==> src/rtl/instr_fetch_pkg.sv <==
// Shared definitions for the instruction fetch unit: FSM states,
// reset address default, instruction field positions and target helpers.
package instr_fetch_pkg;

    typedef enum logic [1:0] {
        FETCH   = 2'd0,
        WAIT    = 2'd1,
        DISCARD = 2'd2
    } fetch_state_e;

    localparam logic [31:0] RESET_PC_DEFAULT = 32'h0000_0000;

    localparam int unsigned OP_MSB    = 31;
    localparam int unsigned OP_LSB    = 26;
    localparam int unsigned FUNCT_MSB = 5;
    localparam int unsigned FUNCT_LSB = 0;

    // One buffered instruction together with the address it was fetched from.
    typedef struct packed {
        logic [31:0] pc;
        logic [31:0] instr;
    } fetch_entry_t;

    function automatic logic [31:0] jump_target(input logic [31:0] pc4,
                                                input logic [31:0] instr);
        return {pc4[31:28], instr[25:0], 2'b00};
    endfunction

    function automatic logic [31:0] branch_target(input logic [31:0] pc4,
                                                  input logic [31:0] offset);
        return pc4 + {offset[29:0], 2'b00};
    endfunction

endpackage

==> src/rtl/instr_fifo.sv <==
// Instruction buffer between fetch and decode: power-of-two depth,
// wrapping pointers, occupancy counter, synchronous flush.
module instr_fifo
    import instr_fetch_pkg::*;
#(
    parameter int unsigned DEPTH = 2
) (
    input  logic         clk,
    input  logic         rst_n,
    input  logic         push,
    input  fetch_entry_t push_entry,
    input  logic         pop,
    input  logic         flush,
    output fetch_entry_t head,
    output logic         full,
    output logic         empty
);

    localparam int unsigned PW = $clog2(DEPTH);
    localparam logic [PW:0] FULL_COUNT = (PW + 1)'(DEPTH);

    fetch_entry_t  mem [DEPTH];
    logic [PW-1:0] wr_ptr;
    logic [PW-1:0] rd_ptr;
    logic [PW:0]   count;
    logic          do_push;
    logic          do_pop;

    assign empty   = (count == '0);
    assign full    = (count == FULL_COUNT);
    assign do_push = push & ~full;
    assign do_pop  = pop & ~empty;
    assign head    = mem[rd_ptr];

    // Pointer and occupancy bookkeeping; flush empties the buffer outright.
    always_ff @(posedge clk or negedge rst_n) begin
        if (!rst_n) begin
            wr_ptr <= '0;
            rd_ptr <= '0;
            count  <= '0;
        end else if (flush) begin
            wr_ptr <= '0;
            rd_ptr <= '0;
            count  <= '0;
        end else begin
            if (do_push) wr_ptr <= wr_ptr + 1'b1;
            if (do_pop)  rd_ptr <= rd_ptr + 1'b1;
            case ({do_push, do_pop})
                2'b10:   count <= count + 1'b1;
                2'b01:   count <= count - 1'b1;
                default: ;
            endcase
        end
    end

    // Entry storage; a push coinciding with a flush is dropped.
    always_ff @(posedge clk or negedge rst_n) begin
        if (!rst_n) begin
            for (int unsigned i = 0; i < DEPTH; i++) mem[i] <= '0;
        end else if (do_push && !flush) begin
            mem[wr_ptr] <= push_entry;
        end
    end

endmodule

==> src/rtl/instr_fetch.sv <==
// Instruction fetch unit: single-outstanding memory requester feeding an
// instruction buffer, with branch/jump redirect and stale-response discard.
module instr_fetch
    import instr_fetch_pkg::*;
#(
    parameter logic [31:0] RESET_PC  = RESET_PC_DEFAULT,
    parameter int unsigned BUF_DEPTH = 2
) (
    input  logic        clk,
    input  logic        rst_n,
    output logic        IMemReq,
    output logic [31:0] IMemAddr,
    input  logic        IMemGnt,
    input  logic        IMemRValid,
    input  logic [31:0] IMemRData,
    output logic        InstrValid,
    input  logic        InstrReady,
    output logic [31:0] Instr,
    output logic [5:0]  Op,
    output logic [5:0]  Funct,
    output logic [31:0] PCPlus4,
    input  logic        PCSrc,
    input  logic        Jump,
    input  logic [31:0] BranchOffset
);

    localparam logic [31:0] RESET_PC_ALIGNED = {RESET_PC[31:2], 2'b00};

    fetch_state_e state, state_nxt;
    logic [31:0]  fetch_pc, fetch_pc_nxt;
    logic [31:0]  req_pc;
    logic         running;

    fetch_entry_t buf_head;
    fetch_entry_t buf_in;
    logic         buf_full, buf_empty;
    logic         buf_push;

    logic         fetch_req;
    logic         grant;
    logic         issue;
    logic         redirect;
    logic [31:0]  head_pc4;
    logic [31:0]  redirect_pc;

    assign fetch_req   = running & (state == FETCH) & ~buf_full;
    assign grant       = fetch_req & IMemGnt;
    assign issue       = InstrValid & InstrReady;
    assign redirect    = issue & (PCSrc | Jump);
    assign head_pc4    = buf_head.pc + 32'd4;
    assign redirect_pc = Jump ? jump_target(head_pc4, buf_head.instr)
                              : branch_target(head_pc4, BranchOffset);

    assign IMemReq    = fetch_req;
    assign IMemAddr   = {fetch_pc[31:2], 2'b00};
    assign InstrValid = ~buf_empty;
    assign Instr      = buf_empty ? '0 : buf_head.instr;
    assign PCPlus4    = buf_empty ? '0 : head_pc4;
    assign Op         = Instr[OP_MSB:OP_LSB];
    assign Funct      = Instr[FUNCT_MSB:FUNCT_LSB];
    assign buf_in     = '{pc: req_pc, instr: IMemRData};

    // Requests start only on the first edge after reset release, so a
    // response still in flight from before reset lands in an idle FETCH.
    always_ff @(posedge clk or negedge rst_n) begin
        if (!rst_n) running <= 1'b0;
        else        running <= 1'b1;
    end

    // FSM state, fetch address and address of the outstanding request.
    always_ff @(posedge clk or negedge rst_n) begin
        if (!rst_n) begin
            state    <= FETCH;
            fetch_pc <= RESET_PC_ALIGNED;
            req_pc   <= '0;
        end else begin
            state    <= state_nxt;
            fetch_pc <= fetch_pc_nxt;
            if (grant) req_pc <= IMemAddr;
        end
    end

    // Next-state, next fetch address and buffer push decision.
    always_comb begin
        state_nxt    = state;
        fetch_pc_nxt = fetch_pc;
        buf_push     = 1'b0;
        case (state)
            FETCH: begin
                if (grant) begin
                    fetch_pc_nxt = fetch_pc + 32'd4;
                    state_nxt    = WAIT;
                end
                if (redirect) begin
                    fetch_pc_nxt = redirect_pc;
                    if (grant) state_nxt = DISCARD;
                end
            end
            WAIT: begin
                if (IMemRValid) begin
                    buf_push  = ~redirect;
                    state_nxt = FETCH;
                end
                // A response arriving with the redirect is already the stale
                // one, so there is nothing left to discard.
                if (redirect) begin
                    fetch_pc_nxt = redirect_pc;
                    if (!IMemRValid) state_nxt = DISCARD;
                end
            end
            DISCARD: begin
                if (IMemRValid) state_nxt = FETCH;
            end
            default: state_nxt = FETCH;
        endcase
    end

    instr_fifo #(
        .DEPTH(BUF_DEPTH)
    ) u_instr_fifo (
        .clk        (clk),
        .rst_n      (rst_n),
        .push       (buf_push),
        .push_entry (buf_in),
        .pop        (issue),
        .flush      (redirect),
        .head       (buf_head),
        .full       (buf_full),
        .empty      (buf_empty)
    );

endmodule

==> config.mk <==
export PLATFORM = sky130hd
export DESIGN_NAME = instr_fetch
export DESIGN_NICKNAME = d
export VERILOG_FILES = /design/src/rtl/instr_fetch_pkg.sv /design/src/rtl/instr_fifo.sv /design/src/rtl/instr_fetch.sv
export SDC_FILE = /design/constraint.sdc
export NUM_CORES = 1
export LEC_CHECK = 0
export ABC_AREA = 1
export BUFFER_PORTS_ARGS = -buffer_cell sky130_fd_sc_hd__buf_2
export CAP_MARGIN = 20
export CORE_MARGIN = 2
export CORE_UTILIZATION = 30
export DETAILED_ROUTE_END_ITERATION = 7
export GPL_TIMING_DRIVEN = 0
export PLACE_DENSITY = 0.49
export SETUP_SLACK_MARGIN = 0.2
export SLEW_MARGIN = 20
export SYNTH_ARGS = -nofsm -noshare
export SYNTH_HDL_FRONTEND = slang
export SYNTH_SLANG_ARGS = --single-unit
==> constraint.sdc <==
create_clock -name clk -period 3.4 [get_ports clk]
set_input_delay 0.34 -clock clk [delete_from_list [all_inputs] [get_ports clk]]
set_output_delay 0.34 -clock clk [all_outputs]
set_load 0.01 [all_outputs]
==> metrics.md <==
| Metric | Value |
|---|---|
| # setup viols final | 14 |
| Post-Route Utilization | 0.413 |
| Initial antenna violation count | 0 |
| Slew margin rel. | 0.412 |
| Slowest Stage Delay on Critical Path | around 0.38 ns |
| Placer congestion estimate | 0.920 |
| P&R area growth vs syn | 36.0% |
| H-Tree Depth | 4 |
| Drc violations | 0 |
| DR vias/cell | 4.95 |
| Final ANT Viol Nets | 0 |
| Largest buffer count on any clock path | 2 |
| Tcrit/Tclk final | 1.03 |
| Worst-Margin Slew | between 0.8 and 0.9 ns |
| Final WS setup | -0.114 ns |
| Fmax | 285 MHz |
| Worst vdd ir | 0.418 mV |
| Seq cells post-synth | 191 |
| Die Ht | 207 microns |
| Synthesized area | 12,400 sq um |
| Final net count | 2,135 |
| CP Buf/Inv Count | 5 |
| Final HPWL DP | 38,300 microns |
| Core area | 40,700 sq um |
| Vias in the first global route | 12,000 |
| Leakage | 8.18 nW |
| Worst setup EP type | flop |
| Ratio of cells with drive above 1 in the final layout | 0.334 |
| RSZ-0062 raised after global routing | yes |
| Status | finished with violations |
| First-pass GRT wire length | 73,700 microns |
| 1st-iter DRT viols | between 900 and 1,000 |
| Kind of critical path | flop to flop |
| Worst Setup SP | u_instr_fifo.rd_ptr |
| Min cycle time layout | 3.51 ns |
| Dpl ws | -0.937 ns |
| Clock sink count | between 150 and 200 |
| Pwr Density | about 1000 nW/um^2 |
| Largest net degree at the start of global routing | 78 |
| Slew Viols, Final | 0 |
| Layout Cells excl Fill | roughly 2,600 |
| Crit Path Max Fanout | 8 |
| I/O pins | roughly 180 |
| Vias | 12,700 |
| Dpl cells | ~2,500 |
| Syn Inst Count | 1,764 |
| Fin. Hold Viols | 0 |
| Cell row count | 74 |
| Max cap viols | 0 |
| CTS Buf Count | 17 |
| Root Buffer | clkbuf_16 |
| Yosys cell types | 54 |
| Detailed Routing Iterations Pass 1 | 5 |
| Synthesized area per cell | 7.01 sq um |
| CP required | between 3 and 4 ns |
| Total track usage | 0.226 |
| Global route overflow | 0 |
| RR Startpoint | u_instr_fifo.rd_ptr |
| Die Area | roughly 43,000 sq um |
| Ordered cell list for the critical path | buf_8 -> inv_8 -> buf_12 -> nand2_1 -> nand2_2 -> nand4_1 -> nor3_2 -> nand3_2 -> nor2_2 -> nand2_2 -> xor2_2 -> inv_2 -> ha_4 -> nand4_1 -> buf_4 -> nor2_4 -> nand4_1 -> nand3_1 -> nand2_1 -> nand2_2 -> o21ai_4 -> nand3_1 -> o21ai_0 |
| Crit-path leading delay family | simple AND/OR/NAND/NOR gates |
| Synth Flop Type | dfrtp_1 |
| Violated checks | negative setup slack |
| Clk slew on worst S/H paths | about 0.07 ns |
| Asr flop ratio synth | 1.00 |
| Clk Latency, worst-skew pair | between 0.4 and 0.5 ns |
| Setup_tns | -0.785 ns |
| Post-synth EDFFs | 0 |
| Worst hold-check path type | input port to flop |
| Die width | 207 microns |
| Wire per inst | 19.4 microns |
| Post-synthesis sequential area ratio | 0.386 |
| Fill cells | 4,268 |
| Hold path start | IMemRData[20] |
| Initial Util | 0.304 |
| DRT Wirelength | 50,000 microns |
| Synth warn | 0 |
| CTS tree | yes |
| Hold_ws | 0.0948 ns |
| PortBufs | 174 |
| Crit path DAT | around 3.8 ns |
| CP Launch Type | flop |
| Worst path slowest cell | dfrtp_1 |
| Layout Skew | 0.0147 ns |
synthesized netlist by cell type, drive strengths merged (4+ instances only):
| cell type | number | area (sq um) |
|---|---|---|
| inv | 188 | 711 |
| o21bai | 6 | 48.8 |
| xnor2 | 7 | 61.3 |
| o211ai | 12 | 90.1 |
| ha | 37 | 463 |
| dfrtp | 191 | 4780 |
| or2 | 10 | 62.6 |
| buf | 39 | 279 |
| o22ai | 4 | 25.0 |
| o21ai | 189 | 961 |
| mux2 | 27 | 304 |
| a21oi | 74 | 374 |
| xor2 | 21 | 184 |
| nand3 | 78 | 400 |
| nand2 | 585 | 2250 |
| nor2 | 183 | 749 |
| nor4 | 4 | 25.0 |
| a31oi | 4 | 25.0 |
| nor3 | 21 | 121 |
| nand4 | 22 | 138 |
| clkbuf | 43 | 161 |
path summary, 6_finish.rpt:
check	endpoint	slack (ns)	depth (start not counted)
setup reg to reg	fetch_pc[22]	-0.11	23
hold / removal	u_instr_fifo.mem[84]	0.09	3
setup / recovery	fetch_pc[22]	-0.11	23
min in group asynchronous	u_instr_fifo.mem[119]	0.38	2
max in group asynchronous	u_instr_fifo.mem[13]	2.30	3
hold reg to reg	u_instr_fifo.mem[89]	0.47	2
layout by cell type (no fill, tap or decap), types with 6 or more instances in the layout:
master,count
clkbuf_16,17
buf_6,6
ha_1,10
buf_2,186
nand2_4,37
buf_4,75
nor2_4,28
nand2_1,501
nor2_2,35
o21ai_2,14
nand2_2,46
nand4_1,22
or2_2,7
o21ai_1,22
o21ai_0,144
dfrtp_1,191
o211ai_1,12
nor2_1,120
a21oi_1,45
ha_4,25
inv_2,40
nor3_1,9
nand3_1,55
clkbuf_1,41
a21oi_2,17
nor3_2,7
nand3_2,23
o21ai_4,9
mux2_2,25
inv_1,144
xor2_2,18
a21oi_4,12
cells by family after synthesis:
logic type,synth area share
AOI/OAI and AO/OA,0.130
muxes,0.0246
adders and majority gates,0.0390
DFF,0.386
xor gates and xnor gates,0.0198
buffers and inverters,0.0934
other,0.000607
and+or+nand+nor,0.307
per-layer routing:
metal  global-route usage  share of wire  vias to the layer above
met5                    0              0                        -
met4               0.0727          0.025                        0
met3               0.0525          0.073                       61
met2                0.342           0.45                      425
met1                0.317           0.46                     6114
li1                     -              -                     6145
per-stage QoR:
stage,instance area [sq um],power (mW)
after floorplan,12400,9.01
after global placement,13900,12.3
after detailed placement,14000,12.3
after CTS,15700,15.5
after global routing,16800,18.0
final,16800,16.9
power by group:
| part | internal [mW] | leakage, nW | switching [mW] | total (mW) |
|---|---|---|---|---|
| logic | 3.98 | 5.51 | 6.89 | 10.9 |
| registers | 3.28 | 2.39 | 0.707 | 3.99 |
| clock network | 1.08 | 0.284 | 0.949 | 2.02 |
sequential cells by signal, indices dropped and copies added, names as in the netlist:
| register | cells |
|---|---|
| u_instr_fifo.rd_ptr | 1 |
| u_instr_fifo.wr_ptr | 1 |
| u_instr_fifo.count | 2 |
| req_pc | 30 |
| u_instr_fifo.mem | 124 |
| fetch_pc | 30 |
| state | 2 |
| running | 1 |
cell type report:
class                   count  area, sq um  share of cell area
repair buffers            240         1460              0.0865
plain buffers              82          474              0.0282
inverters                 189          731              0.0434
clock buffers              21          470              0.0280
diodes                      2         5.00            0.000297
flip-flops and latches    191         4780               0.284
clock inverters            11          105             0.00625
well taps                 532          666              0.0396
multi-input cells        1305         8140               0.484
repair_timing:
action                     CTS  global route
hold endpoints to repair    38             0
pin swaps                   55           105
hold buffers                 1             0
gates resized for setup    219           218
setup endpoints to repair   41            37
setup buffers               27            36
worst min-delay path, stage by stage:
cell,delay [ns]
buf_2,0.08
nand2_1,0.04
nand2_1,0.05
(Power assumes the default switching activity.)
